### src/rtl/gpio_pad_ctrl.sv
// Core-side controller for a bank of bidirectional pad cells: direction/output
// registers, input synchronisation, edge detection and a level interrupt.
module gpio_pad_ctrl #(
    parameter int NUM_PINS   = 8,
    parameter int CONF_WIDTH = 3,
    parameter int DATA_WIDTH = 32
) (
    input  logic                           clk,
    input  logic                           reset,
    input  logic                           req_i,
    input  logic                           we_i,
    input  logic [2:0]                     addr_i,
    input  logic [DATA_WIDTH-1:0]          wdata_i,
    output logic [DATA_WIDTH-1:0]          rdata_o,
    output logic                           rvalid_o,
    output logic [NUM_PINS*CONF_WIDTH-1:0] cell_cfg_o,
    output logic [NUM_PINS-1:0]            cell_out_o,
    input  logic [NUM_PINS-1:0]            cell_in_i,
    output logic                           irq_o
);

    localparam int PW = CONF_WIDTH - 1;

    localparam logic [2:0] A_DIR     = 3'd0;
    localparam logic [2:0] A_OUT     = 3'd1;
    localparam logic [2:0] A_IN      = 3'd2;
    localparam logic [2:0] A_RISE_EN = 3'd3;
    localparam logic [2:0] A_FALL_EN = 3'd4;
    localparam logic [2:0] A_PEND    = 3'd5;
    localparam logic [2:0] A_PADCFG  = 3'd6;

    logic [NUM_PINS-1:0]   dir_q, dir_d;
    logic [NUM_PINS-1:0]   out_q, out_d;
    logic [NUM_PINS-1:0]   rise_en_q, rise_en_d;
    logic [NUM_PINS-1:0]   fall_en_q, fall_en_d;
    logic [NUM_PINS-1:0]   pend_q, pend_d;
    logic [PW-1:0]         padcfg_q, padcfg_d;
    logic [NUM_PINS-1:0]   sync1_q, sync2_q, prev_q;
    logic [DATA_WIDTH-1:0] rdata_q, rdata_d;
    logic                  rvalid_q;

    logic                  wr;
    logic                  rd;
    logic [NUM_PINS-1:0]   wbits;
    logic [NUM_PINS-1:0]   rise;
    logic [NUM_PINS-1:0]   fall;
    logic [NUM_PINS-1:0]   set_ev;
    logic [NUM_PINS-1:0]   clr_ev;

    // Bus bits beyond the implemented field widths are intentionally dropped.
    logic unused_wdata;
    assign unused_wdata = ^wdata_i;

    always_comb begin
        wr    = req_i & we_i;
        rd    = req_i & ~we_i;
        wbits = wdata_i[NUM_PINS-1:0];

        dir_d     = dir_q;
        out_d     = out_q;
        rise_en_d = rise_en_q;
        fall_en_d = fall_en_q;
        padcfg_d  = padcfg_q;
        clr_ev    = '0;
        if (wr) begin
            case (addr_i)
                A_DIR:     dir_d     = wbits;
                A_OUT:     out_d     = wbits;
                A_RISE_EN: rise_en_d = wbits;
                A_FALL_EN: fall_en_d = wbits;
                A_PEND:    clr_ev    = wbits;
                A_PADCFG:  padcfg_d  = wdata_i[PW-1:0];
                default:   ;
            endcase
        end

        // Pins configured as outputs never raise events; a set beats a same-cycle clear.
        rise   = sync2_q & ~prev_q & dir_q;
        fall   = ~sync2_q & prev_q & dir_q;
        set_ev = (rise & rise_en_q) | (fall & fall_en_q);
        pend_d = (pend_q & ~clr_ev) | set_ev;

        rdata_d = '0;
        if (rd) begin
            case (addr_i)
                A_DIR:     rdata_d[NUM_PINS-1:0] = dir_q;
                A_OUT:     rdata_d[NUM_PINS-1:0] = out_q;
                A_IN:      rdata_d[NUM_PINS-1:0] = sync2_q;
                A_RISE_EN: rdata_d[NUM_PINS-1:0] = rise_en_q;
                A_FALL_EN: rdata_d[NUM_PINS-1:0] = fall_en_q;
                A_PEND:    rdata_d[NUM_PINS-1:0] = pend_q;
                A_PADCFG:  rdata_d[PW-1:0]       = padcfg_q;
                default:   ;
            endcase
        end
    end

    always_ff @(posedge clk or posedge reset) begin
        if (reset) begin
            dir_q     <= '1;
            out_q     <= '0;
            rise_en_q <= '0;
            fall_en_q <= '0;
            pend_q    <= '0;
            padcfg_q  <= '0;
            sync1_q   <= '0;
            sync2_q   <= '0;
            prev_q    <= '0;
            rdata_q   <= '0;
            rvalid_q  <= 1'b0;
        end else begin
            dir_q     <= dir_d;
            out_q     <= out_d;
            rise_en_q <= rise_en_d;
            fall_en_q <= fall_en_d;
            pend_q    <= pend_d;
            padcfg_q  <= padcfg_d;
            sync1_q   <= cell_in_i;
            sync2_q   <= sync1_q;
            prev_q    <= sync2_q;
            rdata_q   <= rdata_d;
            rvalid_q  <= req_i;
        end
    end

    genvar gi;
    generate
        for (gi = 0; gi < NUM_PINS; gi++) begin : g_cfg
            assign cell_cfg_o[gi*CONF_WIDTH +: CONF_WIDTH] = {padcfg_q, dir_q[gi]};
        end
    endgenerate

    assign cell_out_o = out_q;
    assign irq_o      = |pend_q;
    assign rdata_o    = rdata_q;
    assign rvalid_o   = rvalid_q;

endmodule

### config.mk
export PLATFORM = sky130hd
export DESIGN_NAME = gpio_pad_ctrl
export DESIGN_NICKNAME = d
export VERILOG_FILES = /design/src/rtl/gpio_pad_ctrl.sv
export SDC_FILE = /design/constraint.sdc
export NUM_CORES = 1
export LEC_CHECK = 0
export ABC_AREA = 1
export BUFFER_PORTS_ARGS = -buffer_cell sky130_fd_sc_hd__buf_2
export CORE_AREA = 8 8 93 95
export CTS_CLUSTER_SIZE = 24
export DETAILED_ROUTE_END_ITERATION = 10
export DIE_AREA = 0 0 101 103
export PLACE_DENSITY = 0.87
export SETUP_SLACK_MARGIN = 0.5
export SLEW_MARGIN = 20
export SYNTH_ARGS = -nofsm -noshare
export SYNTH_HDL_FRONTEND = slang
export SYNTH_SLANG_ARGS = --single-unit
### constraint.sdc
create_clock -name clk -period 3.4 [get_ports clk]
set_input_delay 1.02 -clock clk [delete_from_list [all_inputs] [get_ports clk]]
set_output_delay 1.02 -clock clk [all_outputs]
set_load 0.05 [all_outputs]
# Yosys cells after proc, flatten, opt, wreduce, memory -nomap -nowiden
# Cells that the tools add are included.
# W data, S select, Z words.
totals:
  register_bits: 75
  elab_cells: 44
  input_bits: 47
op_classes:
  eq_ne: 6
  n_reduce_logical: 7
  bitwise_logic: 15
  n_mux: 5
ops:
  columns: ["op", "count"]
  rows:
  - ["$and A8 B8 Y8", 7]
  - ["$pmux W6 S6", 1]
  - ["$mux W8", 3]
  - ["$not A8 Y8", 3]
  - ["$or A8 B8 Y8", 2]
  - ["$pmux W2 S7", 1]
  - ["$reduce_and A2 Y1", 5]
  - ["$eq A3 B3 Y1 const B", 3]
  - ["$reduce_or A8 Y1", 1]
  - ["$eq A3 B2 Y1 const B", 2]
  - ["$eq A3 B1 Y1 const B", 1]
  - ["$logic_not A3 Y1", 1]
  - ["$and A1 B1 Y1", 2]
  - ["$not A1 Y1", 1]

# Depth between registers and ports, before layout
depth:
  word_depth: 6
  depth_mapped: 7
  depth_no_buf: 5

# Worst setup path before layout
# OpenSTA, ideal clock, no wires.
synth_path:
  path_kind: "reg2out"
  startpoint: "reg pend_q[2]"
  endpoint: "out irq_o"
  n_path_buf: 0
  path_stages_with_launch: 3
  path_slack_ns: 1.330
  arrival_time_ns: 1.050
  path_cell_list: "dfrtp_1 > nor4_1 > nand3_1"
synth_between:
  elab_chain_len: 1
synth_rtl:
  columns: ["element", "line_no", "text"]
  rows:
  - ["start, declared", "36", "logic [NUM_PINS-1:0] pend_q, pend_d;"]
  - ["start signal, assigned", "116", "pend_q <= pend_d;"]
  - ["$reduce_or A8 Y1", "134", "assign irq_o = |pend_q;"]
  - ["end, declared", "19", "output logic irq_o"]
# Every way passes these cells.

# Worst setup path after layout
# Same ends and word-level chain as after synthesis.

==> impl_metrics.py <==
metrics = {
    "job": {
        "cap_violations": 0,
    },
    "critical_path": {
        "worstPathMaxFanout": 3,
        "path_buf_inv": 1,
        "endpoint_kind": "output pin",
        "cp_top_family": "simple AND/OR/NAND/NOR gates",
        "crit_arrival_ns": 1.58,
        "slowest_delay_ns": 0.41,
        "required_ns": 2.38,
        "crit_chain": "nor4_1, nand3_1, buf_2",
        "critPathKind": "reg2out",
        "cp-start-kind": "flip-flop",
        "slowest_stage": "nor4_1",
    },
    "cts": {
        "clk_transition_reported_paths_ns": 0.07,
        "ctsResizeCount": 0,
        "cts_max_path_buffers": 2,
        "cts_root_buf": "clkbuf_8",
        "ctsHoldBuffers": 0,
        "cts_tree": "yes",
        "cts_sinks": 75,
        "cts_setup_buffers": 0,
        "numCtsBuffers": 9,
        "ctsHtreeMaxLevel": 3,
        "clock_latency_ns": 0.35,
    },
    "timing": {
        "setup_viol": 0,
        "worstMarginPinSlew_ns": 0.671,
        "rsz0062_at_grt": "false",
        "fin_skew_ns": 0.00757,
        "fin_crit_sh_pct": 76.4,
        "setup_ws_ns": 0.802,
        "period_needed_ns": 2.60,
        "final_max_slew_viol_count": 0,
        "maxClockFrequency_ghz": 0.385,
        "slew_headroom_pct": 55.2,
        "finalHoldViolations": 0,
        "tns_ns": 0,
    },
    "logic_synthesis": {
        "synthFlopType": "dfrtp_1",
        "synth_cell_types": 30,
        "synth.avg_cell_area_um2": 9.31,
        "synth-edff-count": 0,
        "synthCells": 383,
        "syn-cell-area_um2": 3570,
        "synth-seq-cells": 75,
        "ys.warnings.count": 0,
        "synth-async-reset-ratio_pct": 100,
        "seq_area_frac_synth_pct": 52.9,
    },
    "floorplan": {
        "die_h_um": 103,
        "fp.dieW_um": 101,
        "fp.coreArea_um2": 7140,
        "start_util_pct": 50.0,
        "dieArea_um2": 10400,
        "rows": 31,
        "num_io_pins": 113,
    },
    "route": {
        "drt-wirelength-per-cell_um": 15.3,
        "via_count": 2855,
        "ant_nets": 0,
        "detail_route.iter0.violations": 172,
        "vias_per_cell": 5.38,
        "drc_errors": 0,
        "routed_wl_mm": 8.13,
        "drt-pass1-iter-count": 6,
    },
    "pwr": {
        "leakage_nw": 1.95,
        "vdd_drop_max_mv": 0.341,
        "power.total_w": 0.00250,
        "p_per_area_nw_per_um2": 639,
    },
    "worst_hold_path": {
        "min_path_type": "reg2reg",
    },
    "placement": {
        "io_buffers": 64,
        "dp_slack_ns": 0.826,
        "dpl.cell_count": 515,
        "dp_hpwl_mm": 5.62,
        "gp_congestion": 0.868,
    },
    "cells_and_area": {
        "layout-drive-gt1-share_pct": 24.8,
        "diodes": 0,
        "finalNetCount": 474,
        "finalNonFillerCells": 531,
        "final_core_util_pct": 54.8,
        "area_growth_pct": 9.65,
    },
    "status": {
        "status": "finished, final reports clean",
    },
    "global_route": {
        "track_usage_pct": 16.1,
        "grt_max_degree": 45,
        "antenna_found_initial": 0,
        "grt_pass1_vias": 2672,
        "grt.overflow.total": 0,
        "grt_pass1_wl_mm": 13.0,
    },
}
[cell usage after synthesis, types with 2 or more instances]
| cell | n | share of area [%] |
|---|---|---|
| a21oi_1 | 14 | 2.0 |
| a21oi_2 | 2 | 0.49 |
| buf_2 | 10 | 1.4 |
| buf_4 | 39 | 8.2 |
| buf_6 | 5 | 1.6 |
| dfrtp_1 | 67 | 47 |
| dfstp_2 | 8 | 5.9 |
| inv_1 | 32 | 3.4 |
| inv_2 | 2 | 0.21 |
| nand2_1 | 70 | 7.4 |
| nand3_1 | 15 | 2.1 |
| nand3_2 | 5 | 1.4 |
| nand3_4 | 3 | 1.5 |
| nand3b_1 | 2 | 0.42 |
| nand4_1 | 29 | 5.1 |
| nor2_1 | 15 | 1.6 |
| nor3_1 | 7 | 0.98 |
| o21ai_0 | 7 | 0.98 |
| o21ai_1 | 34 | 4.8 |
| o22ai_1 | 6 | 1.1 |
| o31ai_1 | 2 | 0.42 |
[worst reg2reg max path, cell delays in order, from the launching register on]
cell	delay (ns)
dfstp_2	0.58
nand3_2	0.09
nand2_1	0.10
inv_1	0.04
a21oi_1	0.16
[power breakdown]
part / switching, W / total [W] / internal [W]
clock network: 0.000322 / 0.000657 / 0.000335
registers: 0.000108 / 0.00114 / 0.00103
logic: 0.000553 / 0.000703 / 0.000150
[cell usage in the layout (no fill, tap or decap), types with 2 or more instances in the layout]
| cell type | netlist | layout |
|---|---|---|
| conb_1 | 1 | 24 |
| dfstp_2 | 8 | 8 |
| o31ai_1 | 2 | 2 |
| nor2_1 | 15 | 15 |
| dfrtp_1 | 67 | 67 |
| nand3_2 | 5 | 5 |
| nand2_1 | 70 | 70 |
| buf_2 | 10 | 64 |
| nand4_1 | 29 | 29 |
| nand3_1 | 15 | 15 |
| clkbuf_8 | 0 | 9 |
| o22ai_1 | 6 | 6 |
| nor3_1 | 7 | 7 |
| inv_2 | 2 | 2 |
| inv_1 | 32 | 31 |
| clkinv_2 | 0 | 3 |
| o21ai_0 | 7 | 7 |
| nand3_4 | 3 | 3 |
| clkinvlp_4 | 0 | 3 |
| nand3b_1 | 2 | 2 |
| a21oi_1 | 14 | 14 |
| o21ai_1 | 34 | 34 |
| a21oi_2 | 2 | 2 |
[registers in the layout, indices dropped and copies added (netlist names)]
name        cells
cell_out_o      8
dir_q           8
fall_en_q       8
padcfg_q        2
pend_q          8
prev_q          8
rdata_o         8
rise_en_q       8
rvalid_o        1
sync1_q         8
sync2_q         8
[cell families (layout without fill, tap and decap cells)]
group / Yosys count / count (layout) / synth area share, %
flip-flops: 75 / 75 / 52.9
AND/OR/NAND/NOR: 151 / 151 / 22.0
AO/OA/AOI/OAI: 66 / 66 / 9.89
buffers and inverters: 90 / 116 / 15.1
other: 1 / 24 / 0.105
[per-layer routing]
metal	vias up	global-route usage [%]	wire [um]
met5	-	0	0
met2	170	25.6	3840
met3	13	6.75	1110
li1	1323	-	-
met1	1349	19.0	3070
met4	0	6.30	108
[final cells by class]
| type | instances | area [um2] |
|---|---|---|
| fill | 644 | 3230 |
| sequential | 75 | 1890 |
| multi-input combinational | 241 | 1230 |
| timing repair buffer | 65 | 340 |
| inverter | 35 | 138 |
| clock buffer | 9 | 124 |
| tap | 99 | 124 |
| clock inverter | 7 | 68.8 |
[metrics by stage]
stage,area (um2),hold WS (ns)
final,3910,0.355
after global routing,3910,0.361
after CTS,3910,0.359
after detailed placement,3720,0.341
after global placement,3720,0.332
after floorplan,3660,0.331
[path summary, 6_finish.rpt]
| check | start | endpoint | slack (ns) | cells after the start |
|---|---|---|---|---|
| worst max-delay path | pend_q[2] | irq_o | 0.80 | 3 |
| worst min-delay path | sync1_q[5] | sync2_q[5] | 0.36 | 0 |
| worst max register to register | dir_q[5] | rdata_o[5] | 2.35 | 4 |
| worst min register to register | sync1_q[5] | sync2_q[5] | 0.36 | 0 |
| max in group asynchronous | reset | dir_q[2] | 1.95 | 3 |
| min in group asynchronous | reset | fall_en_q[5] | 0.76 | 2 |
(Power assumes the default switching activity.)
